`src/rtl/uart_tx_arbiter_if.sv`:
```
// uart_tx_arbiter_if
// Bundle between NREQ byte-stream requesters, the round-robin arbiter and
// the UART TX FIFO write port.
//   req       : requester i has a byte valid on its slice of req_data
//   req_data  : byte of requester i at bits [i*DBIT +: DBIT]
//   req_last  : byte of requester i ends its packet
//   ack       : one-hot, byte of requester i is written this cycle
//   grant     : one-hot registered owner, zero when idle
//   busy      : a grant is held
//   tx_full   : UART TX FIFO full
//   wr_uart   : TX FIFO write strobe
//   w_data    : byte to the TX FIFO
// The slave modport is the arbiter. The master modport is the producer/FIFO side.
interface uart_tx_arbiter_if #(
    parameter int NREQ = 4,
    parameter int DBIT = 8
);
    logic [NREQ-1:0]      req;
    logic [NREQ*DBIT-1:0] req_data;
    logic [NREQ-1:0]      req_last;
    logic [NREQ-1:0]      ack;
    logic [NREQ-1:0]      grant;
    logic                 busy;
    logic                 tx_full;
    logic                 wr_uart;
    logic [DBIT-1:0]      w_data;

    modport master (
        output req, req_data, req_last, tx_full,
        input  ack, grant, busy, wr_uart, w_data
    );

    modport slave (
        input  req, req_data, req_last, tx_full,
        output ack, grant, busy, wr_uart, w_data
    );
endinterface

```
`src/rtl/uart_tx_arbiter.sv`:
```
// uart_tx_arbiter
// Shares the single UART TX FIFO write port between NREQ byte-stream
// requesters. The owner is chosen round-robin and keeps the port for a whole
// packet (until its req_last byte), until it withdraws, or until MAX_BURST
// bytes have been accepted (MAX_BURST = 0 means no limit).
// Ports:
//   clk : system clock, rising edge
//   rst : synchronous active-high reset
//   bus : uart_tx_arbiter_if slave modport (requests, acks, FIFO write port)
module uart_tx_arbiter #(
    parameter int NREQ      = 4,
    parameter int DBIT      = 8,
    parameter int MAX_BURST = 16
) (
    input  logic                  clk,
    input  logic                  rst,
    uart_tx_arbiter_if.slave      bus
);
    localparam int IW = (NREQ > 1) ? $clog2(NREQ) : 1;
    localparam int BW = (MAX_BURST > 0) ? $clog2(MAX_BURST + 1) : 1;
    localparam logic [BW-1:0] BURST_END = BW'((MAX_BURST > 0) ? MAX_BURST : 0);
    localparam logic [NREQ-1:0] ONE_HOT0 = {{(NREQ-1){1'b0}}, 1'b1};

    typedef enum logic {
        IDLE = 1'b0,
        HOLD = 1'b1
    } state_e;

    state_e            state_q, state_d;
    logic [IW-1:0]     gidx_q, gidx_d;
    logic [IW-1:0]     rr_ptr_q, rr_ptr_d;
    logic [BW-1:0]     bcnt_q, bcnt_d;
    logic [NREQ-1:0]   grant_q, grant_d;
    logic              busy_q, busy_d;

    logic              pick_found_s;
    logic [IW-1:0]     pick_idx_s;
    logic              wr_s;
    logic [NREQ-1:0]   ack_s;
    logic [DBIT-1:0]   wdata_s;
    logic              burst_hit_s;

    // Round-robin pick: first requesting index after rr_ptr, wrapping.
    always_comb begin : rr_pick
        logic [IW-1:0] cand;
        pick_found_s = 1'b0;
        pick_idx_s   = '0;
        cand         = '0;
        for (int k = 1; k <= NREQ; k++) begin
            cand = IW'((int'(rr_ptr_q) + k) % NREQ);
            if (!pick_found_s && bus.req[cand]) begin
                pick_found_s = 1'b1;
                pick_idx_s   = cand;
            end else begin
                pick_found_s = pick_found_s;
            end
        end
    end

    // Owner's write path; nothing is written and w_data is forced to zero in IDLE.
    always_comb begin
        wr_s    = 1'b0;
        ack_s   = '0;
        wdata_s = '0;
        if (state_q == HOLD) begin
            wr_s          = bus.req[gidx_q] & ~bus.tx_full;
            wdata_s       = bus.req_data[int'(gidx_q)*DBIT +: DBIT];
            ack_s[gidx_q] = wr_s;
        end else begin
            wr_s = 1'b0;
        end
    end

    // The byte accepted now is the last one this grant may carry.
    always_comb begin
        burst_hit_s = (MAX_BURST != 0) && ((bcnt_q + BW'(1)) == BURST_END);
    end

    // Next-state logic for the IDLE/HOLD grant FSM.
    always_comb begin
        state_d  = state_q;
        gidx_d   = gidx_q;
        rr_ptr_d = rr_ptr_q;
        bcnt_d   = bcnt_q;
        grant_d  = grant_q;
        busy_d   = busy_q;
        case (state_q)
            IDLE: begin
                if (pick_found_s) begin
                    state_d = HOLD;
                    gidx_d  = pick_idx_s;
                    grant_d = ONE_HOT0 << pick_idx_s;
                    busy_d  = 1'b1;
                    bcnt_d  = '0;
                end else begin
                    state_d = IDLE;
                end
            end
            HOLD: begin
                if (!bus.req[gidx_q]) begin
                    // Owner withdrew: release without a write.
                    state_d  = IDLE;
                    rr_ptr_d = gidx_q;
                    grant_d  = '0;
                    busy_d   = 1'b0;
                end else if (wr_s) begin
                    bcnt_d = bcnt_q + BW'(1);
                    // req_last and burst limit together still give a single release.
                    if (bus.req_last[gidx_q] || burst_hit_s) begin
                        state_d  = IDLE;
                        rr_ptr_d = gidx_q;
                        grant_d  = '0;
                        busy_d   = 1'b0;
                    end else begin
                        state_d = HOLD;
                    end
                end else begin
                    // Stalled by tx_full: keep the grant and the count.
                    state_d = HOLD;
                end
            end
            default: begin
                state_d = IDLE;
                grant_d = '0;
                busy_d  = 1'b0;
            end
        endcase
    end

    // State registers; rr_ptr resets to NREQ-1 so requester 0 wins first.
    always_ff @(posedge clk) begin
        if (rst) begin
            state_q  <= IDLE;
            gidx_q   <= '0;
            rr_ptr_q <= IW'(NREQ - 1);
            bcnt_q   <= '0;
            grant_q  <= '0;
            busy_q   <= 1'b0;
        end else begin
            state_q  <= state_d;
            gidx_q   <= gidx_d;
            rr_ptr_q <= rr_ptr_d;
            bcnt_q   <= bcnt_d;
            grant_q  <= grant_d;
            busy_q   <= busy_d;
        end
    end

    assign bus.grant   = grant_q;
    assign bus.busy    = busy_q;
    assign bus.wr_uart = wr_s;
    assign bus.ack     = ack_s;
    assign bus.w_data  = wdata_s;
endmodule

```
`src/flat_wrapper.sv`:
```
// flat-port wrapper written by rule: the top's interface ports become plain ports
module uart_tx_arbiter_flat 
#(
    parameter int NREQ      = 4,
    parameter int DBIT      = 8,
    parameter int MAX_BURST = 16
)
  (clk, rst, bus_req, bus_req_data, bus_req_last, bus_tx_full, bus_ack, bus_grant, bus_busy, bus_wr_uart, bus_w_data);
  uart_tx_arbiter_if #(.NREQ(NREQ), .DBIT(DBIT)) bus_i ();
  input  logic clk;
  input  logic rst;
  input wire logic [$bits(bus_i.req)-1:0] bus_req;
  input wire logic [$bits(bus_i.req_data)-1:0] bus_req_data;
  input wire logic [$bits(bus_i.req_last)-1:0] bus_req_last;
  input wire logic [$bits(bus_i.tx_full)-1:0] bus_tx_full;
  output wire logic [$bits(bus_i.ack)-1:0] bus_ack;
  output wire logic [$bits(bus_i.grant)-1:0] bus_grant;
  output wire logic [$bits(bus_i.busy)-1:0] bus_busy;
  output wire logic [$bits(bus_i.wr_uart)-1:0] bus_wr_uart;
  output wire logic [$bits(bus_i.w_data)-1:0] bus_w_data;
  assign bus_i.req = bus_req;
  assign bus_i.req_data = bus_req_data;
  assign bus_i.req_last = bus_req_last;
  assign bus_i.tx_full = bus_tx_full;
  assign bus_ack = bus_i.ack;
  assign bus_grant = bus_i.grant;
  assign bus_busy = bus_i.busy;
  assign bus_wr_uart = bus_i.wr_uart;
  assign bus_w_data = bus_i.w_data;
  uart_tx_arbiter #(.NREQ(NREQ), .DBIT(DBIT), .MAX_BURST(MAX_BURST)) u_core (.clk(clk), .rst(rst), .bus(bus_i));
endmodule
```
`config.mk`:
```
export PLATFORM = sky130hd
export DESIGN_NAME = uart_tx_arbiter_flat
export DESIGN_NICKNAME = d
export VERILOG_FILES = /design/src/rtl/uart_tx_arbiter_if.sv /design/src/rtl/uart_tx_arbiter.sv /design/src/flat_wrapper.sv
export SDC_FILE = /design/constraint.sdc
export NUM_CORES = 1
export LEC_CHECK = 0
export ABC_AREA = 1
export BUFFER_PORTS_ARGS = -buffer_cell sky130_fd_sc_hd__buf_2
export CORE_MARGIN = 4
export CORE_UTILIZATION = 50
export DETAILED_ROUTE_END_ITERATION = 12
export PLACE_DENSITY = 0.82
export SLEW_MARGIN = 40
export SYNTH_ARGS = -nofsm -noshare
export SYNTH_HDL_FRONTEND = slang
export SYNTH_SLANG_ARGS = --single-unit
```
`constraint.sdc`:
```
create_clock -name clk -period 3.5 [get_ports clk]
set_input_delay 0.875 -clock clk [delete_from_list [all_inputs] [get_ports clk]]
set_output_delay 0.875 -clock clk [all_outputs]
set_load 0.02 [all_outputs]
```
==> flow_summary.ini, run 1 <==
[cts]
htreeDepth = 1
clockBufferDepth = 2
cts_tree = yes
clk_pin_slew_ns = 0.09
post_cts_buffers = 0
cts_hold_buf = 0
cts_resized = 0
cts_root_buf = clkbuf_4
clk_latency_ns = 0.28
numClockSinks = 15
cts_buffers = 3

[synth]
ys_types = 31
syn_nets = 240
yosys.area_share.simple_pct = 43.67
synth-seq-cells = 15
synth_compound_area_share_pct = 22.65
yosys_warnings = 0
synth_top_family_by_area = simple AND/OR/NAND/NOR gates
syn_area_um2 = 1315
ys_seq_area_share_pct = 22.84
syn_inst = 196
synth_mux_area_share_pct = 0
syn_area_per_cell_um2 = 6.709
synth_xor_area_share_pct = 0
synth_fa_ha_area_share_pct = 0.9515

[drt]
wire_per_inst_um = 12.12
viasPerCell = 5.281
drtAntennaViolNets = 0
num_vias = 1505
finalWirelength_mm = 3.455
route.detailed.drc = 0
drt_iter0_markers = 88
first_pass_iters = 4

[timing]
clock_skew_ns = 0.003085
setup_viol = 0
drv_slew = 0
rsz0062_at_grt = no
tns_ns = 0
slew_headroom_pct = 66.03
period_share_pct = 78.55
max_freq_ghz = 0.3638
worst_pin_slew_ns = 0.5090
final_hold_viol_count = 0
layout_min_cycle_time_ns = 2.749

[grt]
grt_pass1_vias = 1317
grt-ovfl-total = 0
grt_max_degree = 15
antenna_found_initial = 0
grt_pass1_wl_mm = 5.533
grtUsageTotal_pct = 19.87

[cells_and_area]
drive_gt1_share_pct = 40.39
nets = 300
n_antenna_cell = 0
syn_to_final_growth_pct = 24.83
fillers = 260

[placement]
dp_hpwl_mm = 2.770
gp_congestion = 0.8762
port-buffer-count = 60

[min_path]
holdCritPathClass = flop to flop
hold_start = u_core.bus.grant[2]
hold_end = u_core.bus.grant[2]
hold-path-cell-count = 2

[power_and_ir_drop]
p_per_area_nw_per_um2 = 738.0
power_uw = 1211
power_leakage_uw = 0.0008536
vdd_drop_max_v = 0.0004521

[floorplan]
die_x_um = 59.29
io_pins = 61
rows = 18
initial_utilization_pct = 52.60
die_y_um = 59.29
core_um2 = 2500
die-area_um2 = 3515

[critical_path]
r2r-end = u_core.bcnt_q[0]
critPathArrivalTime_ns = 1.87
path_max_fanout = 10
reg2reg_slack_ns = 1.80
critPathLaunchType = flop
crit_type = flop to output pin
reg2regPathDepth = 9
endpoint_kind = output pin
required_ns = 2.62
crit_start = u_core.gidx_q[0]
rr_startpoint = u_core.gidx_q[0]

[run]
maxCapViolations = 0

[outcome]
status = completed
metal layers:
metal | vias to the layer above | track usage (%) | share of wire, %
met1 | 653 | 25.50 | 45
li1 | 783 | - | -
met2 | 63 | 32.45 | 42
met4 | 0 | 6.796 | 1.4
met3 | 6 | 4.575 | 12
met5 | - | 0 | 0
area by class of cell:
class	instances	area [µm²]	area share (%)
Multi-Input combinational cell	154	884.6	53.89
Sequential cell	15	300.3	18.29
Timing Repair Buffer	60	300.3	18.29
Inverter	22	92.59	5.640
Tap cell	30	37.54	2.287
Clock buffer	4	26.28	1.601
per-stage QoR:
step | area [µm²] | setup slack (ns) | hold WS, ns | utilization (%) | cells
after floorplan | 1315 | 0.9808 | 0.4479 | - | 196
after global placement | 1615 | 0.9993 | 0.4544 | 64.61 | 281
after detailed placement | 1615 | 0.9684 | 0.4587 | 64.61 | 281
after CTS | 1642 | 0.7613 | 0.4723 | 65.67 | 285
after global routing | 1642 | 0.6173 | 0.4961 | 65.67 | 285
final | 1642 | 0.7509 | 0.4686 | 65.67 | 285
cell usage after synthesis:
library cell | n | share of area [%]
a31oi_1 | 1 | 0.48
nand3_2 | 2 | 1.5
buf_4 | 1 | 0.57
clkinv_1 | 1 | 0.29
a21oi_1 | 18 | 6.9
nand2_1 | 50 | 14
o21ai_0 | 3 | 1.1
ha_1 | 1 | 0.95
dfxtp_1 | 15 | 23
o21ai_1 | 3 | 1.1
inv_1 | 13 | 3.7
a21oi_2 | 4 | 2.7
nor2_2 | 1 | 0.48
a21boi_1 | 1 | 0.57
nand4_4 | 1 | 1.6
a22oi_1 | 16 | 9.1
nor2_1 | 10 | 2.9
nand2_2 | 16 | 7.6
nor2_4 | 1 | 0.86
inv_4 | 4 | 1.9
buf_6 | 2 | 1.7
o21ai_2 | 1 | 0.67
nand2_4 | 3 | 2.6
nor2_8 | 2 | 3.0
clkbuf_1 | 2 | 0.57
nand4_1 | 5 | 2.4
nand3_1 | 11 | 4.2
nand3b_1 | 1 | 0.57
inv_2 | 4 | 1.1
nor3_1 | 2 | 0.76
nand4_2 | 1 | 0.95
cell families after synthesis:
group           after synthesis
buf+inv                      27
flops                        15
fa+ha+maj                     1
compound gates               47
simple gates                106
state kept, by name, summed over array words and instances, names as in the netlist:
signal / cells
u_core.gidx_q: 2
u_core.bcnt_q: 5
u_core.bus.busy: 1
u_core.bus.grant: 4
u_core.state_q: 1
u_core.rr_ptr_q: 2
worst max-delay path by stage:
stage                     cells past startpoint          to
after floorplan                               3  bus_ack[0]
after global placement                        5  bus_ack[2]
after detailed placement                      5  bus_ack[0]
after CTS                                     7  bus_ack[0]
after global routing                          7  bus_ack[0]
final                                         7  bus_ack[0]
where the power goes:
part	internal [µW]	switching, µW	leakage, µW
registers	218	60.7	0.000123
logic	283	551	0.000716
clock network	44.2	54.7	0.0000150
placed cells by master, fill, tap and decap left out:
master,instances
buf_2,60
nand2_1,50
a21oi_1,18
nand2_2,16
a22oi_1,16
dfxtp_1,15
inv_1,13
nand3_1,11
nor2_1,10
nand4_1,5
inv_2,4
inv_4,4
a21oi_2,4
nand2_4,3
o21ai_0,3
o21ai_1,3
clkbuf_4,3
nor3_1,2
nor2_8,2
nand3_2,2
nor2_4,1
nor2_2,1
nand4_4,1
nand3b_1,1
nand4_2,1
a21boi_1,1
clkinv_1,1
o21ai_2,1
a31oi_1,1
ha_1,1
clkbuf_1,1
critical path: stages, from the launching register on:
cell     delay, ns
dfxtp_1       0.56
nand2_1       0.15
inv_2         0.19
nand2_1       0.11
nand4_4       0.14
nand2_4       0.09
nor3_1        0.15
buf_2         0.19
Power figures use the tool's default switching activity.
==> run 2: changes to the inputs <==
Settings changed: ABC_AREA 1 to 0, CORE_UTILIZATION 50 to 40, PLACE_DENSITY 0.82 to 0.72.
Clock period 3.5 ns to 2.5 ns, I/O delays scaled along.
==> flow_summary.ini, run 2 <==
[outcome]
status = completed

[floorplan]
rows = 19
die-area_um2 = 3822
io_pins = 61
die_y_um = 61.82
die_x_um = 61.82
core_um2 = 2758
initial_utilization_pct = 42.01

[cts]
clk_latency_ns = 0.27
htreeDepth = 1
cts_root_buf = clkbuf_4
clk_pin_slew_ns = 0.08
cts_buffers = 3
cts_tree = yes
clockBufferDepth = 2
numClockSinks = 15
post_cts_buffers = 0

[cells_and_area]
syn_to_final_growth_pct = 30.78
layout_common_cells = buf_2, nor2_1, a21oi_1, dfxtp_1, and2_1
largest_reg_flops = 5
final_common_cell = buf_2
multiInputGateArea_um2 = 802.0
largest_register = u_core.bcnt_q
n_antenna_cell = 0
nets = 233
fillers = 252
drive_gt1_share_pct = 43.09
register_area_um2 = 301.5

[timing]
max_freq_ghz = 0.4083
drv_slew = 0
rsz0062_at_grt = no
period_share_pct = 97.97
hold_slack_ns = 0.4742
clock_skew_ns = 0.004682
final_hold_viol_count = 0
tns_ns = 0
setup_viol = 0
layout_min_cycle_time_ns = 2.449
worst_pin_slew_ns = 0.5678
slew_headroom_pct = 62.00

[placement]
dp_hpwl_mm = 2.663
port-buffer-count = 60
gp_congestion = 0.8794

[synth]
ys_types = 34
synth-seq-cells = 15
yosysTopAreaCell = dfxtp_1
syn_nets = 172
synth_most_common_cell = dfxtp_1
synth-edff-count = 0
synth_compound_area_share_pct = 15.77
ys.flop_type = dfxtp_1
syn_area_um2 = 1159
syn_inst = 128
synthTopCellsByCount = dfxtp_1, a21oi_1, nor2_1
synth.top_cell.area_share_pct = 25.92
synthArstFlopShare_pct = 0
synth_top_family_by_area = simple AND/OR/NAND/NOR gates
yosys_warnings = 0
synth_fa_ha_area_share_pct = 1.080
synth_xor_area_share_pct = 0
yosys.area_share.simple_pct = 29.27
yosys-top-cells-area = dfxtp_1, mux4_2, mux4_1
syn_area_per_cell_um2 = 9.052
synth_mux_area_share_pct = 23.11
ys_seq_area_share_pct = 25.92

[power_and_ir_drop]
seqPwrFrac_pct = 39.8
power_leakage_uw = 0.0007027
p_switching_uw = 247.3
p_clk_share_pct = 18.4
pwr-share-comb_pct = 41.8
power_uw = 710.7
switching_share_pct = 34.79
p_per_area_nw_per_um2 = 469.0
vdd_drop_max_v = 0.0003050
p_int_uw = 463.4

[run]
maxCapViolations = 0

[grt]
grtUsageTotal_pct = 15.89
grt_pass1_wl_mm = 4.588
use_met3_pct = 3.719
grt_pass1_vias = 1114
grt_max_degree = 19
busiest_layer = met2
antenna_found_initial = 0
met2_usage_pct = 29.90
use_met1_pct = 16.48
grt-ovfl-total = 0

[critical_path]
crit_top_cell = buf_2
critPathArrivalTime_ns = 1.82
critPathLaunchType = input port
max_stage_delay_ns = 0.54
reg2reg_slack_ns = 0.72
rr_startpoint = u_core.gidx_q[0]
required_ns = 1.88
path_max_fanout = 9
slowest_stage = mux4_2
r2r-end = u_core.rr_ptr_q[1]
endpoint_kind = output pin
reg2regPathDepth = 6
crit_type = input port to output pin
path_cells = buf_2 -> mux4_2 -> nand3b_4 -> inv_6 -> and3_1 -> buf_2

[drt]
wire_per_inst_um = 14.68
drtAntennaViolNets = 0
viasPerCell = 5.516
drt_iter0_markers = 30
finalWirelength_mm = 3.215
route.detailed.drc = 0
num_vias = 1208
first_pass_iters = 4

[min_path]
hold_start = u_core.bus.grant[1]
hold_end = u_core.bus.grant[1]
hold-path-cell-count = 2
holdCritPathClass = flop to flop
## run 2: changes by cell type in the layout (fill, tap and decap cells not counted), moves of 5 or more
| cell | delta |
|---|---|
| nand2_1 | -41 |
| nand3_1 | -8 |
| nand4_1 | -5 |
| and2_1 | +10 |
| a22oi_1 | -16 |
| inv_1 | -10 |
| nand2_2 | -16 |
| nand2b_1 | +8 |
| mux4_2 | +5 |
| mux2i_1 | +5 |
## run 2: final cells by class
cell class,count,share of cell area [%]
Sequential cell,15,19.90
Multi-Input combinational cell,102,52.93
Timing Repair Buffer,63,21.55
Clock buffer,4,1.734
Tap cell,31,2.560
Inverter,4,1.321
## run 2: cells by family (layout without fill, tap and decap cells)
logic type / count (synthesis) / in the layout
multiplexers: 14 / 14
AO/OA/AOI/OAI: 28 / 28
buffers and inverters: 11 / 71
adder cells (fa/ha/maj): 1 / 1
AND/OR/NAND/NOR: 59 / 59
flip-flops: 15 / 15
## run 2: timing repair
action                     4_1_cts  5_1_grt
resized for setup                1        1
hold buffers                     0        0
setup endpoints to repair        1        3
## run 2: worst max path at each step
stage | to | slack [ns] | from
floorplan | bus_ack[3] | 0.27 | bus_req[3]
global placement | bus_ack[3] | 0.07 | bus_req[3]
detailed placement | bus_ack[3] | 0.05 | bus_req[3]
CTS | bus_w_data[0] | 0.03 | u_core.gidx_q[0]
global route | bus_ack[3] | 0.002 | bus_req[3]
finish | bus_ack[3] | 0.05 | bus_req[3]
## run 2: routing by layer
layer  vias up  wire, µm
met3         4       431
met4         0        32
met2        62      1582
li1        586         -
met5         -         0
met1       556      1168
## run 2: critical path: cells and delay by family
kind	cells	cell delay, ns
mux	1	0.54
buf+inv	3	0.34
simple gates	2	0.30
## run 2: metrics by stage
step | util, % | worst slack, ns | cell area (µm²) | cells
floorplan | - | 0.2657 | 1159 | 128
global placement | 53.81 | 0.07438 | 1484 | 215
detailed placement | 53.81 | 0.05305 | 1484 | 215
CTS | 54.90 | 0.02685 | 1514 | 219
global route | 54.95 | 0.001625 | 1515 | 219
finish | 54.95 | 0.05082 | 1515 | 219
## run 2: power groups by stage
stage                     sequential (µW)  clock [µW]  combinational [µW]
after floorplan                       288           0                 205
after global placement                285           0                 289
after detailed placement              288           0                 297
after CTS                             282         140                 300
after global routing                  286         149                 324
final                                 283         131                 297
